<file path="src/rtl/hf_defs.sv">
// Shared definitions for the HF configuration receiver/scheduler.
// Holds the ARM command opcode, the major-mode encodings, the reset
// configuration word and the sequencer state type.
package hf_defs;

  localparam logic [3:0] FPGA_CMD_SET_CONFREG = 4'b0001;

  localparam logic [2:0] MODE_HI_READ_TX       = 3'd0;
  localparam logic [2:0] MODE_HI_READ_RX_XCORR = 3'd1;
  localparam logic [2:0] MODE_HI_SIMULATE      = 3'd2;
  localparam logic [2:0] MODE_HI_ISO14443A     = 3'd3;
  localparam logic [2:0] MODE_HI_SNIFFER       = 3'd4;
  localparam logic [2:0] MODE_OFF              = 3'd7;

  localparam logic [7:0] CONF_RESET_WORD = 8'hE0;

  typedef enum logic {
    ST_IDLE,
    ST_GUARD
  } sched_state_t;

  function automatic logic is_set_confreg(input logic [3:0] opcode);
    return opcode == FPGA_CMD_SET_CONFREG;
  endfunction

endpackage

</file>
<file path="src/rtl/spi_oversample_rx.sv">
// SPI frame receiver oversampled in the carrier clock domain.
// Ports:
//   clk        - carrier clock (ck_1356meg)
//   rst        - synchronous active-high reset
//   spck/mosi/ncs - asynchronous SPI pins from the ARM
//   frame_done - one-cycle pulse after a synced ncs rising edge (armed only)
//   frame_ok   - frame held exactly 16 bits (valid with frame_done)
//   frame_word - received 16-bit frame (valid with frame_done)
module spi_oversample_rx
  import hf_defs::*;
(
  input  logic        clk,
  input  logic        rst,
  input  logic        spck,
  input  logic        mosi,
  input  logic        ncs,
  output logic        frame_done,
  output logic        frame_ok,
  output logic [15:0] frame_word
);

  logic [1:0]  spck_sync;
  logic [1:0]  mosi_sync;
  logic [1:0]  ncs_sync;
  logic        spck_d;
  logic        ncs_d;
  logic [15:0] shift_reg;
  logic [4:0]  bit_cnt;
  logic        armed;

  logic spck_s;
  logic mosi_s;
  logic ncs_s;

  assign spck_s = spck_sync[1];
  assign mosi_s = mosi_sync[1];
  assign ncs_s  = ncs_sync[1];

  always_ff @(posedge clk) begin
    if (rst) begin
      spck_sync  <= '0;
      mosi_sync  <= '0;
      ncs_sync   <= '0;
      spck_d     <= 1'b0;
      ncs_d      <= 1'b0;
      shift_reg  <= '0;
      bit_cnt    <= '0;
      armed      <= 1'b0;
      frame_done <= 1'b0;
      frame_ok   <= 1'b0;
      frame_word <= '0;
    end else begin
      spck_sync <= {spck_sync[0], spck};
      mosi_sync <= {mosi_sync[0], mosi};
      ncs_sync  <= {ncs_sync[0], ncs};
      spck_d    <= spck_s;
      ncs_d     <= ncs_s;

      // Arming uses the previous value, so a frame straddling reset
      // release ends before armed can be seen and is dropped silently.
      if (ncs_s) armed <= 1'b1;

      frame_done <= armed & ncs_s & ~ncs_d;
      frame_ok   <= (bit_cnt == 5'd16);
      frame_word <= shift_reg;

      if (!ncs_s && ncs_d) begin
        shift_reg <= '0;
        bit_cnt   <= '0;
      end else if (!ncs_s && spck_s && !spck_d) begin
        shift_reg <= {shift_reg[14:0], mosi_s};
        if (bit_cnt != 5'd17) bit_cnt <= bit_cnt + 5'd1;
      end
    end
  end

endmodule

</file>
<file path="src/rtl/hf_conf_sched.sv">
// HF configuration receiver and guarded major-mode sequencer.
// Decodes SET_CONFREG frames from the ARM and applies them; changes of
// major mode pass through GUARD_CYCLES of MODE_OFF so the mode muxes
// never hop directly between two active modes.
// Ports:
//   ck_1356meg    - sole clock (13.56 MHz carrier)
//   rst           - synchronous active-high reset
//   spck/mosi/ncs - asynchronous SPI pins from the ARM
//   conf_word     - applied configuration word
//   major_mode    - applied major mode (conf_word[7:5] outside guard)
//   switching     - guarded major-mode change in progress
//   frame_err_cnt - saturating count of wrong-length frames
module hf_conf_sched
  import hf_defs::*;
#(
  parameter int unsigned GUARD_CYCLES = 64,
  parameter int unsigned ERR_W        = 4
) (
  input  logic             ck_1356meg,
  input  logic             rst,
  input  logic             spck,
  input  logic             mosi,
  input  logic             ncs,
  output logic [7:0]       conf_word,
  output logic [2:0]       major_mode,
  output logic             switching,
  output logic [ERR_W-1:0] frame_err_cnt
);

  localparam logic [7:0] GUARD_LOAD = 8'(GUARD_CYCLES - 1);

  logic        frame_done;
  logic        frame_ok;
  logic [15:0] frame_word;

  spi_oversample_rx u_rx (
    .clk        (ck_1356meg),
    .rst        (rst),
    .spck       (spck),
    .mosi       (mosi),
    .ncs        (ncs),
    .frame_done (frame_done),
    .frame_ok   (frame_ok),
    .frame_word (frame_word)
  );

  sched_state_t     state, state_n;
  logic [7:0]       pending, pending_n;
  logic [7:0]       guard_cnt, guard_n;
  logic [7:0]       conf_n;
  logic [2:0]       major_n;
  logic             switching_n;
  logic [ERR_W-1:0] err_n;

  logic       valid;
  logic [7:0] new_word;
  logic       unused_rsvd;

  assign valid       = frame_done & frame_ok & is_set_confreg(frame_word[15:12]);
  assign new_word    = frame_word[7:0];
  assign unused_rsvd = ^frame_word[11:8];

  always_ff @(posedge ck_1356meg) begin
    if (rst) begin
      state         <= ST_IDLE;
      pending       <= '0;
      guard_cnt     <= '0;
      conf_word     <= CONF_RESET_WORD;
      major_mode    <= MODE_OFF;
      switching     <= 1'b0;
      frame_err_cnt <= '0;
    end else begin
      state         <= state_n;
      pending       <= pending_n;
      guard_cnt     <= guard_n;
      conf_word     <= conf_n;
      major_mode    <= major_n;
      switching     <= switching_n;
      frame_err_cnt <= err_n;
    end
  end

  always_comb begin
    state_n     = state;
    pending_n   = pending;
    guard_n     = guard_cnt;
    conf_n      = conf_word;
    major_n     = major_mode;
    switching_n = switching;
    err_n       = frame_err_cnt;

    if (frame_done && !frame_ok && frame_err_cnt != '1)
      err_n = frame_err_cnt + 1'b1;

    unique case (state)
      ST_IDLE: begin
        if (valid) begin
          if (new_word[7:5] == major_mode || new_word[7:5] == MODE_OFF) begin
            conf_n  = new_word;
            major_n = new_word[7:5];
          end else begin
            pending_n   = new_word;
            major_n     = MODE_OFF;
            guard_n     = GUARD_LOAD;
            switching_n = 1'b1;
            state_n     = ST_GUARD;
          end
        end
      end
      ST_GUARD: begin
        // A fresh target restarts the guard; MODE_OFF needs no guard.
        if (valid && new_word[7:5] == MODE_OFF) begin
          conf_n      = new_word;
          major_n     = MODE_OFF;
          switching_n = 1'b0;
          state_n     = ST_IDLE;
        end else if (valid) begin
          pending_n = new_word;
          guard_n   = GUARD_LOAD;
        end else if (guard_cnt == '0) begin
          conf_n      = pending;
          major_n     = pending[7:5];
          switching_n = 1'b0;
          state_n     = ST_IDLE;
        end else begin
          guard_n = guard_cnt - 8'd1;
        end
      end
      default: state_n = ST_IDLE;
    endcase
  end

endmodule

</file>
<file path="config.mk">
export PLATFORM = sky130hd
export DESIGN_NAME = hf_conf_sched
export DESIGN_NICKNAME = d
export VERILOG_FILES = /design/src/rtl/hf_defs.sv /design/src/rtl/spi_oversample_rx.sv /design/src/rtl/hf_conf_sched.sv
export SDC_FILE = /design/constraint.sdc
export NUM_CORES = 1
export LEC_CHECK = 0
export ABC_AREA = 1
export BUFFER_PORTS_ARGS = -buffer_cell sky130_fd_sc_hd__buf_4
export CAP_MARGIN = 25
export CORE_AREA = 2 2 102 104
export DETAILED_ROUTE_END_ITERATION = 12
export DIE_AREA = 0 0 104 106
export SLEW_MARGIN = 20
export SYNTH_ARGS = -nofsm -noshare
export SYNTH_HDL_FRONTEND = slang
export SYNTH_SLANG_ARGS = --single-unit
</file>
<file path="constraint.sdc">
create_clock -name ck_1356meg -period 2.7 [get_ports ck_1356meg]
set_input_delay 0.54 -clock ck_1356meg [delete_from_list [all_inputs] [get_ports ck_1356meg]]
set_output_delay 0.54 -clock ck_1356meg [all_outputs]
set_load 0.05 [all_outputs]
</file>
After elaboration in Yosys (flattened, before gate mapping)
Cells that the tools add are included.
{"block": "totals", "latchBits": 0, "rom_bits": 0, "register_bits": 81, "inputBits": 5, "ram_bits": 0, "memories": 0}
{"block": "classes", "n_eq_ne": 14, "n_shift": 0, "div_mod_pow": 0, "magnitude_cmp": 0, "reduce_logical": 18, "bitwise": 6, "mul": 0, "muxes": 35, "addsub": 3}
{"cell": "8-bit two-way mux", "n": 14}
{"cell": "8-bit case mux with 2 select lines", "n": 3}
{"cell": "4-bit AND reduction", "n": 4}
{"cell": "3-bit two-way mux", "n": 5}
{"cell": "1-bit two-way mux", "n": 10}
{"cell": "8-bit zero test", "n": 1}
{"cell": "2-bit inequality test (second input constant)", "n": 4}
{"cell": "8-bit by 1-bit subtractor with 8-bit output (second input constant)", "n": 1}
{"cell": "1-bit logical AND", "n": 6}
{"cell": "3-bit case mux with 2 select lines", "n": 1}
{"cell": "5-bit by 1-bit adder with 5-bit output (second input constant)", "n": 1}
{"cell": "5-bit equality test (second input constant)", "n": 1}
{"cell": "5-bit inequality test (second input constant)", "n": 1}
{"cell": "4-bit by 1-bit adder with 4-bit output (second input constant)", "n": 1}
{"cell": "1-bit bitwise AND", "n": 4}
{"cell": "4-bit by 1-bit equality test with 1-bit output (second input constant)", "n": 1}
{"cell": "4-bit inequality test (second input constant)", "n": 1}
{"cell": "1-bit case mux with 2 select lines", "n": 2}
{"cell": "3-bit equality test", "n": 1}
{"cell": "3-bit equality test (second input constant)", "n": 1}
{"cell": "1-bit zero test", "n": 3}
{"cell": "3-bit by 1-bit inequality test with 1-bit output (second input constant)", "n": 1}
{"cell": "3-bit by 2-bit inequality test with 1-bit output (second input constant)", "n": 1}
{"cell": "3-bit inequality test (second input constant)", "n": 1}
{"cell": "6 further kinds", "n": 7}

Depth between registers and ports, before layout
Gate-level depths: netlist of the first run.
{"block": "logic_depth", "ltp_word": 5, "depth_mapped": 11, "mapped_depth_nobuf": 11}

By module
From an unflattened synthesis of the first run, not the netlist that was laid out.
{"block": "hier_totals", "hier_cells": 453, "area_unflattened_um2": 3383.2}
{"module": "hf_conf_sched", "cells_each": 273, "n_inst": 1, "area_per_inst_um2": 1752.9}
{"module": "spi_oversample_rx", "cells_each": 180, "n_inst": 1, "area_per_inst_um2": 1630.3}

Worst setup path after synthesis of the first run
No wires, ideal clock.
{"block": "synth_timing", "path_type": "register to register", "from": "reg major_mode[1]", "to": "reg pending[7]", "stages_incl_launch_ff": 10, "arrival_ns": 1.394, "n_path_buf": 0, "path_slack_ns": 1.190, "t_required_ns": 2.584, "cell_sequence": "dfxtp_1 -> inv_1 -> nand2_1 -> nand2_1 -> nand3_1 -> nand3_2 -> nand2_2 -> inv_2 -> nor2_1 -> nor2_1"}
{"block": "synth_via", "elab_chain_len": 4}
{"item": "start, declared", "line": "hf_conf_sched.sv:25", "rtl": "output logic [2:0] major_mode,"}
{"item": "start signal, assigned", "line": "hf_conf_sched.sv:77", "rtl": "major_mode <= major_n;"}
{"item": "3-bit equality test", "line": "hf_conf_sched.sv:98", "rtl": "if (new_word[7:5] == major_mode || new_word[7:5] == MODE_OFF) begin"}
{"item": "1-bit logical OR", "line": "hf_conf_sched.sv:98"}
{"item": "2-bit inequality test (no source line)"}
{"item": "4-bit AND reduction (no source line)"}
{"item": "end signal, assigned", "line": "hf_conf_sched.sv:74", "rtl": "pending <= pending_n;"}
{"item": "end, declared", "line": "hf_conf_sched.sv:48", "rtl": "logic [7:0] pending, pending_n;"}
No other way between the ends.
A chain may end at the register's enable or synchronous reset.

Final worst setup path of the first run
{"block": "layout_timing", "from": "reg u_rx.frame_word[5]", "to": "reg guard_cnt[2]"}
{"block": "layout_via", "elab_chain_len": 4, "word_cells_on_any_way": 7, "cone_classes": "eq/ne: 4; reduce/logical: 3"}
{"item": "start, declared", "line": "spi_oversample_rx.sv:19", "rtl": "output logic [15:0] frame_word"}
{"item": "start signal, assigned", "line": "spi_oversample_rx.sv:65", "rtl": "frame_word <= shift_reg;"}
{"item": "3-bit equality test, on equally long branches", "line": "hf_conf_sched.sv:98, hf_conf_sched.sv:112"}
{"item": "1-bit logical AND or 1-bit logical OR (tied branches)", "line": "hf_conf_sched.sv:112, hf_conf_sched.sv:98"}
{"item": "2-bit inequality test (no source line)"}
{"item": "4-bit AND reduction (no source line) (*)"}
{"item": "end signal, assigned", "line": "hf_conf_sched.sv:75", "rtl": "guard_cnt <= guard_n;"}
{"item": "end, declared", "line": "hf_conf_sched.sv:49", "rtl": "logic [7:0] guard_cnt, guard_n;"}
Mark *: on every way between the ends. The rest lies on a longest branch, timed or not.

==> reports/qor.yml, run 1 <==
floorplanning:
  ioPinCount: 21
  die_h_microns: 106
  core_sq_um: 10000
  dieArea_sq_um: 11000
  rows: 37
  start_util_pct: 32.1
  die_x_microns: 104
power:
  vdd_drop_max_v: 0.000282
  leakage_nw: 1.73
  powerDensity_nw_per_um2: 575
  finalPower_mw: 2.12
grt:
  overflow: 0
  grt_pass1_vias: 2411
  grt_usage_pct: 11.7
  grt_pass1_wl_microns: 10600
  grt_max_degree: 33
  grt_antenna_before_repair: 0
timing:
  slew_headroom_pct: 59.9
  fmaxAchievable_mhz: 585
  min_period_ns: 1.71
  fin_crit_sh_pct: 63.3
  tightestPinTransition_ns: 0.601
  rsz0062_at_grt: "no"
  skew_ns: 0.0127
  hold_viol: 0
  setup_viol: 0
  totalNegativeSetupSlack_ns: 0
  slew_violations: 0
  hold_ws_ns: 0.394
status:
  status: "finished, final reports clean"
cts:
  cts_buffers: 9
  cts_root_buffer: "clkbuf_8"
  htree_levels: 3
  cts_hold_buf: 0
  clk_path_buf_depth: 2
  post-cts-setup-buffers: 0
  clk_latency_ns: 0.36
  path_clk_slew_ns: 0.08
  cts_sinks: 77
  cts_tree: "built"
  post_cts_resized: 0
synthesis:
  yosysWarnings: 0
  synth_area_sq_um: 3210
  netlist-cell-type-count: 39
  syn-instance-count: 435
  synth_top_area_share_pct: 48.0
  synth_flop_cell: "dfxtp_1"
  async_flop_share_pct: 0
  netlist_top_cells_area: "dfxtp_1, nor2_1, nand2_1"
  yosys.area.top_type: "dfxtp_1"
  ys_ff_latch: 77
  ys_seq_area_share_pct: 48.0
  synth_nets: 445
  yosysMostFrequentCell: "nor2_1"
  synth-edff-count: 0
  synth.avg_cell_area_sq_um: 7.37
  synthTopCellsByCount: "nor2_1, nand2_1, dfxtp_1, inv_1, o21ai_0"
final_layout:
  antenna_cells: 0
  drive_gt1_share_pct: 13.6
  fin_cells: 599
  largest_reg_flops: 16
  register_area_sq_um: 1540
  fillCellCount: 1088
  multi_input_area_sq_um: 1370
  syn_to_final_growth_pct: 15.1
  stdcell_area_sq_um: 3690
  nNetsFinal: 468
worst_setup_path:
  crit_required_ns: 2.95
  crit_type: "reg2reg"
  arrival_ns: 1.96
  crit_path_start_kind: "register"
  cp_max_fo: 11
  critical_path.endpoint_type: "register"
placed_design:
  gp_congestion: 0.783
  dpl.hpwl_microns: 4160
  dp.cells: 583
  io_buffer_count: 20
  place_area_sq_um: 3490
run:
  max_cap_viol_count: 0
drt:
  top_layer: "met4"
  routedWlPerCell_microns: 10.1
  drt-initial-drc-count: 102
  drc: 0
  first_pass_iters: 5
  drt_wl_total_microns: 6040
  vias: 2600
  wl_met1_microns: 3090
  ant_nets: 0
  dr_wl_met3_microns: 195
  vias_per_cell: 4.34
  met2_wirelength_microns: 2630
hold_path:
  hold_class: "in2reg"
-- logic make-up (layout without fill, tap and decap cells) --
family,after synthesis,after routing,synth area share [%]
simple gates,218,218,30.7
flops,77,77,48.0
buf+inv,75,103,9.28
compound gates,59,59,9.79
fa+ha+maj,5,5,1.95
xor+xnor,1,1,0.273
-- final cells by class --
type,count,share of cell area (%)
clock buffers,9,3.35
clock inverters,7,2.03
inverters,64,6.51
multi-input cells,283,37.1
flip-flops and latches,77,41.7
well taps,136,4.61
repair buffers,23,4.68
-- layout by cell type (no fill, tap or decap), types with 2 or more instances in the layout --
cell type	netlist	layout
nand3b_1	3	3
buf_4	0	23
nand2_2	8	8
dfxtp_1	77	77
nor3_1	2	2
nand3_1	24	24
clkinvlp_4	0	3
clkbuf_8	0	9
inv_1	59	59
o211ai_1	2	2
nor2_4	2	2
nor2_1	85	85
a21oi_1	20	20
nand2_4	2	2
o21ai_0	30	30
a31oi_1	2	2
inv_2	4	4
nand4_1	2	2
nand2_1	81	81
ha_1	5	5
-- per-stage QoR --
step	worst slack [ns]	utilization, %
6_report	0.991	36.9
5_1_grt	0.735	36.9
4_1_cts	0.952	36.9
3_5_place_dp	0.946	34.9
3_3_place_gp	0.976	34.9
2_1_floorplan	1.19	-
-- metal layers --
| layer | vias to the layer above | global-route usage (%) |
|---|---|---|
| met5 | - | 0 |
| met4 | 0 | 6.08 |
| met3 | 10 | 3.07 |
| met1 | 1149 | 14.6 |
| met2 | 38 | 18.6 |
| li1 | 1403 | - |
-- worst paths after layout --
kind	to	cells after the start	from	slack, ns
worst max-delay path	guard_cnt[2]$_SDFFE_PP0P_	7	u_rx.frame_word[5]$_SDFF_PP0_	0.99
worst min-delay path	u_rx.ncs_sync[0]$_SDFF_PP0_	3	ncs	0.39
worst max register to register	guard_cnt[2]$_SDFFE_PP0P_	7	u_rx.frame_word[5]$_SDFF_PP0_	0.99
worst min register to register	u_rx.ncs_sync[1]$_SDFF_PP0_	2	u_rx.ncs_sync[0]$_SDFF_PP0_	0.40
-- critical path, cell delays in order, from the launching register on --
cell	delay, ns
dfxtp_1	0.39
nand3_1	0.14
inv_1	0.07
nand3_1	0.34
nand3_1	0.27
nand2_2	0.15
o21ai_0	0.19
nor2_1	0.06
-- power breakdown --
group | internal, mW | switching (mW) | total, mW
clock network | 0.430 | 0.450 | 0.879
logic | 0.0253 | 0.0494 | 0.0747
registers | 1.16 | 0.0115 | 1.17
total | 1.61 | 0.511 | 2.12
Note: power is estimated with default switching activity, not from simulation.
==> run 2, diff against run 1 <==
--- a/config.mk
+++ b/config.mk
@@ -5,12 +5,12 @@
 export SDC_FILE = /design/constraint.sdc
 export NUM_CORES = 1
 export LEC_CHECK = 0
-export ABC_AREA = 1
+export ABC_AREA = 0
 export BUFFER_PORTS_ARGS = -buffer_cell sky130_fd_sc_hd__buf_4
 export CAP_MARGIN = 25
-export CORE_AREA = 2 2 102 104
+export CORE_AREA = 2 2 101 103
 export DETAILED_ROUTE_END_ITERATION = 12
-export DIE_AREA = 0 0 104 106
+export DIE_AREA = 0 0 103 105
 export SLEW_MARGIN = 20
 export SYNTH_ARGS = -nofsm -noshare
 export SYNTH_HDL_FRONTEND = slang
==> constraint.sdc (replaced) <==
create_clock -name ck_1356meg -period 1.46 [get_ports ck_1356meg]
set_input_delay 0.292 -clock ck_1356meg [delete_from_list [all_inputs] [get_ports ck_1356meg]]
set_output_delay 0.292 -clock ck_1356meg [all_outputs]
set_load 0.05 [all_outputs]
==> run 2 against run 1 <==
Effect of this change:
- the flow now finishes with violations (setup timing)
- maximum frequency shrank 14%
- combinational power grew 39%
- register-to-register slack lost 1.5 ns
- sequential power grew 81%
- sequential share of layout area shrank 4.2 points
- via count shrank 4.3%
- utilization grew 6.0 points
- setup slack lost 1.5 ns
- clock skew is essentially flat
- area after synthesis shrank 3.0%
- sequential cell count is the same
- largest cell class is now multi-input combinational cells
==> reports/qor.yml, run 2 <==
status:
  status: "finished with violations"
  violations: "setup timing"
synthesis:
  yosys-mux-area-fraction_pct: 6.96
  synth_compound_area_share_pct: 13.7
  synth_top_family_by_area: "simple AND/OR/NAND/NOR gates"
  ys_seq_area_share_pct: 49.6
  yosysMostFrequentCell: "dfxtp_1"
  netlist-cell-type-count: 48
  synth_area_sq_um: 3110
  async_flop_share_pct: 0
  synth_top_area_share_pct: 49.6
  synthAdderAreaFrac_pct: 2.01
  netlist_top_cells_area: "dfxtp_1, mux2i_1, nor2_1"
  yosysWarnings: 0
  synth-edff-count: 0
  syn-instance-count: 334
  yosys.area.top_type: "dfxtp_1"
  synth.avg_cell_area_sq_um: 9.31
  synth-xor-area-share_pct: 2.25
  synth_nets: 344
  yosys.area_share.simple_pct: 22.1
  synthTopCellsByCount: "dfxtp_1, nor2_1, nand2_1, a21oi_1, nor2b_1"
  ys_ff_latch: 77
  synth_flop_cell: "dfxtp_1"
power:
  powerDensity_nw_per_um2: 1010
  leakage_nw: 1.62
  finalPower_mw: 4.17
  vdd_drop_max_v: 0.000454
worst_setup_path:
  crit_path_start_kind: "register"
  regToRegSetupSlack_ns: -0.53
  max_stage_delay_ns: 0.50
  crit_path_top_delay_cell: "or4b_4"
  r2r_cells: 9
  cp_max_fo: 5
  cp_cell_sequence: "inv_2, ha_4, or4b_4, nor4b_4, buf_4, o22ai_4, buf_12, mux2i_2, nor2_1"
  crit_required_ns: 1.69
  r2r-start: "guard_cnt[0]$_SDFFE_PP0P_"
  arrival_ns: 2.22
  critical_path.endpoint_type: "register"
  reg2reg_to: "conf_word[0]$_SDFFE_PP0P_"
  crit_type: "reg2reg"
timing:
  tightestPinTransition_ns: 0.378
  fin_crit_sh_pct: 136
  hold_viol: 0
  skew_ns: 0.0130
  setup_viol: 29
  rsz0062_at_grt: "yes"
  slew_violations: 0
  min_period_ns: 1.99
  fin_ws_ns: -0.530
  slew_headroom_pct: 74.8
  fmaxAchievable_mhz: 503
floorplanning:
  dieArea_sq_um: 10800
  start_util_pct: 32.3
  ioPinCount: 21
  die_x_microns: 103
  core_sq_um: 9640
  die_h_microns: 105
  rows: 36
drt:
  drc: 0
  top_layer: "met4"
  met2_wirelength_microns: 2930
  first_pass_iters: 4
  drt-initial-drc-count: 79
  routedWlPerCell_microns: 11.6
  drt_wl_total_microns: 6230
  ant_nets: 0
  dr_wl_met3_microns: 227
  vias_per_cell: 4.65
  vias: 2487
  wl_met1_microns: 2960
final_layout:
  nNetsFinal: 408
  syn_to_final_growth_pct: 32.9
  final_common_cell: "dfxtp_1"
  drive_gt1_share_pct: 29.6
  fillCellCount: 938
  fin_cells: 535
  largest_reg_flops: 16
  final_cell_mix: "dfxtp_1, buf_4, nor2_1, nand2_1, a21oi_1"
  antenna_cells: 0
cts:
  clk_latency_ns: 0.34
  clk_path_buf_depth: 2
  cts_sinks: 77
  htree_levels: 3
  path_clk_slew_ns: 0.08
  cts_root_buffer: "clkbuf_8"
  cts_tree: "built"
  cts_buffers: 9
hold_path:
  worstHoldEndpoint: "u_rx.mosi_sync[0]$_SDFF_PP0_"
  hold_class: "in2reg"
  worstHoldPathCells: 2
  worstHoldStart: "mosi"
grt:
  grt_max_degree: 35
  grt_pass1_vias: 2304
  grt_pass1_wl_microns: 10600
  grt_usage_pct: 12.4
  grt_antenna_before_repair: 0
  overflow: 0
placed_design:
  io_buffer_count: 20
  dpl.hpwl_microns: 4200
  gp_congestion: 0.760
  dp.cells: 511
run:
  max_cap_viol_count: 0
## run 2: cell count changes in the layout (fill, tap and decap cells not counted), moves of 7 or more
| cell | change |
|---|---|
| inv_1 | -51 |
| nand2_1 | -44 |
| nand3_1 | -20 |
| buf_4 | +41 |
| nor2b_1 | +21 |
| nor2_1 | -43 |
| mux2i_1 | +15 |
| nand2_2 | -7 |
| o21ai_0 | -29 |
| dfxtp_1 | -8 |
| dfxtp_2 | +8 |
## run 2: per-stage QoR
step	utilization, %	hold slack, ns	setup WS, ns	setup TNS (ns)	area [sq um]
floorplan	-	0.414	-0.527	-10.55	3170
finish	42.9	0.166	-0.530	-10.95	4140
detailed placement	38.8	0.425	-0.643	-13.50	3740
global placement	38.8	0.432	-0.595	-12.09	3740
CTS	42.1	0.154	-0.492	-11.08	4060
global route	42.9	0.155	-0.630	-13.71	4140
## run 2: final cells by class
cell class	instances	area, sq um	share of cell area (%)
clock inverter	4	95.1	2.30
multi-input combinational	232	1570	38.0
clock buffer	11	151	3.66
sequential	77	1550	37.5
inverter	10	37.5	0.908
timing repair buffer	68	561	13.6
tap	133	166	4.02
## run 2: what timing repair did
| item | in CTS | in global routing |
|---|---|---|
| gates cloned | 1 | 0 |
| pin swaps | 9 | 8 |
| hold buffers | 0 | 0 |
| endpoints found under the setup margin | 29 | 29 |
| buffers inserted | 5 | 3 |
| gates resized for setup | 3 | 10 |
## run 2: cell families (layout without fill, tap and decap cells)
kind of cell / count (synthesis) / in the layout
compound gates: 60 / 61
fa+ha+maj: 5 / 5
xor+xnor: 8 / 8
simple gates: 137 / 137
flops: 77 / 77
mux: 21 / 21
buf+inv: 26 / 93
## run 2: layer usage
layer  up-vias  track usage, %
li1       1282               -
met1      1158            15.7
met2        35            19.0
met3        12            4.48
met4         0            5.08
met5         -               0
## run 2: how the worst max path moves through the flow
stage | startpoint | end | cells after the start
after CTS | guard_cnt[0]$_SDFFE_PP0P_ | conf_word[3]$_SDFFE_PP0P_ | 9
after detailed placement | guard_cnt[1]$_SDFFE_PP0P_ | conf_word[3]$_SDFFE_PP0P_ | 8
after global placement | guard_cnt[1]$_SDFFE_PP0P_ | conf_word[3]$_SDFFE_PP0P_ | 8
final | guard_cnt[0]$_SDFFE_PP0P_ | conf_word[0]$_SDFFE_PP0P_ | 9
after floorplan | guard_cnt[1]$_SDFFE_PP0P_ | major_mode[0]$_SDFFE_PP1P_ | 7
after global routing | guard_cnt[0]$_SDFFE_PP0P_ | conf_word[1]$_SDFFE_PP0P_ | 9
## run 2: report_power, final
part / internal [mW] / switching (mW) / leakage, nW
clock: 1.22 / 0.729 / 0.125
sequential: 2.11 / 0.00676 / 0.623
combinational: 0.0412 / 0.0632 / 0.871
total: 3.37 / 0.799 / 1.62
## run 2: worst max-delay path, delay by kind of cell (launching register included)
kind	cells	cell delay [ns]
flops	1	0.33
mux	1	0.15
fa+ha+maj	1	0.13
simple gates	3	0.78
buf+inv	3	0.40
compound gates	1	0.10
==> run 3, diff against run 2 <==
--- a/config.mk
+++ b/config.mk
@@ -8,10 +8,11 @@
 export ABC_AREA = 0
 export BUFFER_PORTS_ARGS = -buffer_cell sky130_fd_sc_hd__buf_4
 export CAP_MARGIN = 25
-export CORE_AREA = 2 2 101 103
+export CORE_AREA = 2 2 78 136
 export DETAILED_ROUTE_END_ITERATION = 12
-export DIE_AREA = 0 0 103 105
+export DIE_AREA = 0 0 80 138
 export SLEW_MARGIN = 20
 export SYNTH_ARGS = -nofsm -noshare
 export SYNTH_HDL_FRONTEND = slang
+export SYNTH_HIERARCHICAL = 1
 export SYNTH_SLANG_ARGS = --single-unit
==> run 3 against run 2 <==
Effect of this change:
- the flow still finishes with violations (setup timing)
- non-clock buffer count did not move
- sequential cell count unchanged
- sequential share of layout area fell by 0.75 points
- clock power increased by 34%
- register-to-register slack improved by 0.20 ns
- final cell count is 0.93% lower
- global-route usage barely moved
- routed wire length increased by 3.8%
- hold slack better by 0.0041 ns
- largest power group is now clock
==> reports/qor.yml, run 3 <==
status:
  status: "finished with violations"
  violations: "setup timing"
hold_path:
  hold_class: "in2reg"
floorplanning:
  dieArea_sq_um: 11000
  core_sq_um: 10100
  die_x_microns: 80
  start_util_pct: 30.7
  ioPinCount: 21
  rows: 49
  die_h_microns: 138
cts:
  cts_tree: "built"
  path_clk_slew_ns: 0.06
  htree_levels: 3
  cts_sinks: 77
  clk_path_buf_depth: 2
  cts_buffers: 9
  cts_root_buffer: "clkbuf_16"
  clk_latency_ns: 0.33
worst_setup_path:
  path_buf_inv: 1
  cp_top_family: "compound AO/OA/AOI/OAI gates"
  crit_type: "reg2reg"
  cp_cell_sequence: "inv_2, ha_4, or4b_4, a211oi_4, o32ai_4, a21oi_1, a311oi_1"
  crit_path_start_kind: "register"
  critical_path.endpoint_type: "register"
  max_stage_delay_ns: 0.50
  crit_path_top_delay_cell: "or4b_4"
  arrival_ns: 1.99
  cp_max_fo: 9
  crit_required_ns: 1.66
drt:
  drc: 0
  routedWlPerCell_microns: 12.2
  first_pass_iters: 5
  ant_nets: 0
  vias: 2471
  vias_per_cell: 4.66
  drt-initial-drc-count: 90
  drt_wl_total_microns: 6470
placed_design:
  io_buffer_count: 20
  gp_congestion: 0.775
  dpl.hpwl_microns: 4340
timing:
  fmaxAchievable_mhz: 559
  tightestPinTransition_ns: 0.574
  setup_viol: 28
  slew_headroom_pct: 61.5
  skew_ns: 0.00510
  fin_ws_ns: -0.330
  rsz0062_at_grt: "yes"
  hold_ws_ns: 0.170
  slew_violations: 0
  hold_viol: 0
  min_period_ns: 1.79
  fin_crit_sh_pct: 123
synthesis:
  syn-instance-count: 333
  synth_area_sq_um: 3080
  synth.avg_cell_area_sq_um: 9.26
  synth_nets: 343
  yosysWarnings: 6
final_layout:
  antenna_cells: 0
  final_common_cell: "dfxtp_1"
  utilization_pct: 42.3
  nNetsFinal: 408
  largest_reg_flops: 16
  drive_gt1_share_pct: 35.0
  syn_to_final_growth_pct: 37.9
  final_cell_mix: "dfxtp_1, buf_4, nand2_1, nor2_1, a21oi_1"
grt:
  overflow: 0
  grt_usage_pct: 12.4
  grt_max_degree: 55
  grt_antenna_before_repair: 0
  grt_pass1_wl_microns: 10800
  grt_pass1_vias: 2435
power:
  leakage_nw: 1.64
  powerDensity_nw_per_um2: 1140
  vdd_drop_max_v: 0.000798
  finalPower_mw: 4.84
run:
  max_cap_viol_count: 0
## run 3: repair_timing
item                                    4_1_cts  5_1_grt
endpoints found under the setup margin       30       30
pin swaps                                     6       12
gates cloned                                  0        1
setup buffers                                 5        5
resized for setup                            11       25
endpoints found under the hold margin         0        0
hold buffers                                  0        0
## run 3: path summary, 6_finish.rpt
kind / from / end / slack (ns) / depth (start not counted)
hold / removal: spck / u_rx/spck_sync[0]$_SDFF_PP0_ / 0.17 / 2
setup reg to reg: guard_cnt[1]$_SDFFE_PP0P_ / guard_cnt[3]$_SDFFE_PP0P_ / -0.33 / 7
hold reg to reg: u_rx/mosi_sync[1]$_SDFF_PP0_ / u_rx/shift_reg[0]$_SDFFE_PP0P_ / 0.44 / 2
setup / recovery: guard_cnt[1]$_SDFFE_PP0P_ / guard_cnt[3]$_SDFFE_PP0P_ / -0.33 / 7
## run 3: per-stage QoR
step,TNS (ns),cells,cell area (sq um),worst slack (ns)
after floorplan,-5.13,333,3160,-0.278
after global placement,-7.02,505,3700,-0.322
after detailed placement,-7.91,505,3700,-0.348
after CTS,-6.68,526,4130,-0.323
after global routing,-9.16,530,4250,-0.436
final,-6.50,530,4250,-0.330
## run 3: per-layer routing
metal,up-vias,track usage (%),part of all wire (%)
met2,23,22.3,56
met1,1169,12.6,39
met3,9,3.13,2.5
li1,1270,-,-
met4,0,7.23,2.4
met5,-,0,0
## run 3: power by group
| group | switching, mW | internal, mW | total, mW |
|---|---|---|---|
| Combinational | 0.0602 | 0.0382 | 0.0985 |
| Clock | 0.813 | 1.81 | 2.62 |
| Sequential | 0.00754 | 2.11 | 2.12 |
## run 3: area by class of cell
cell class	count	area, sq um
fillers	980	5800
multi-input cells	233	1590
flip-flops and latches	77	1560
repair buffers	68	546
clock buffers	13	270
well taps	127	159
clock inverters	3	90.1
inverters	9	33.8
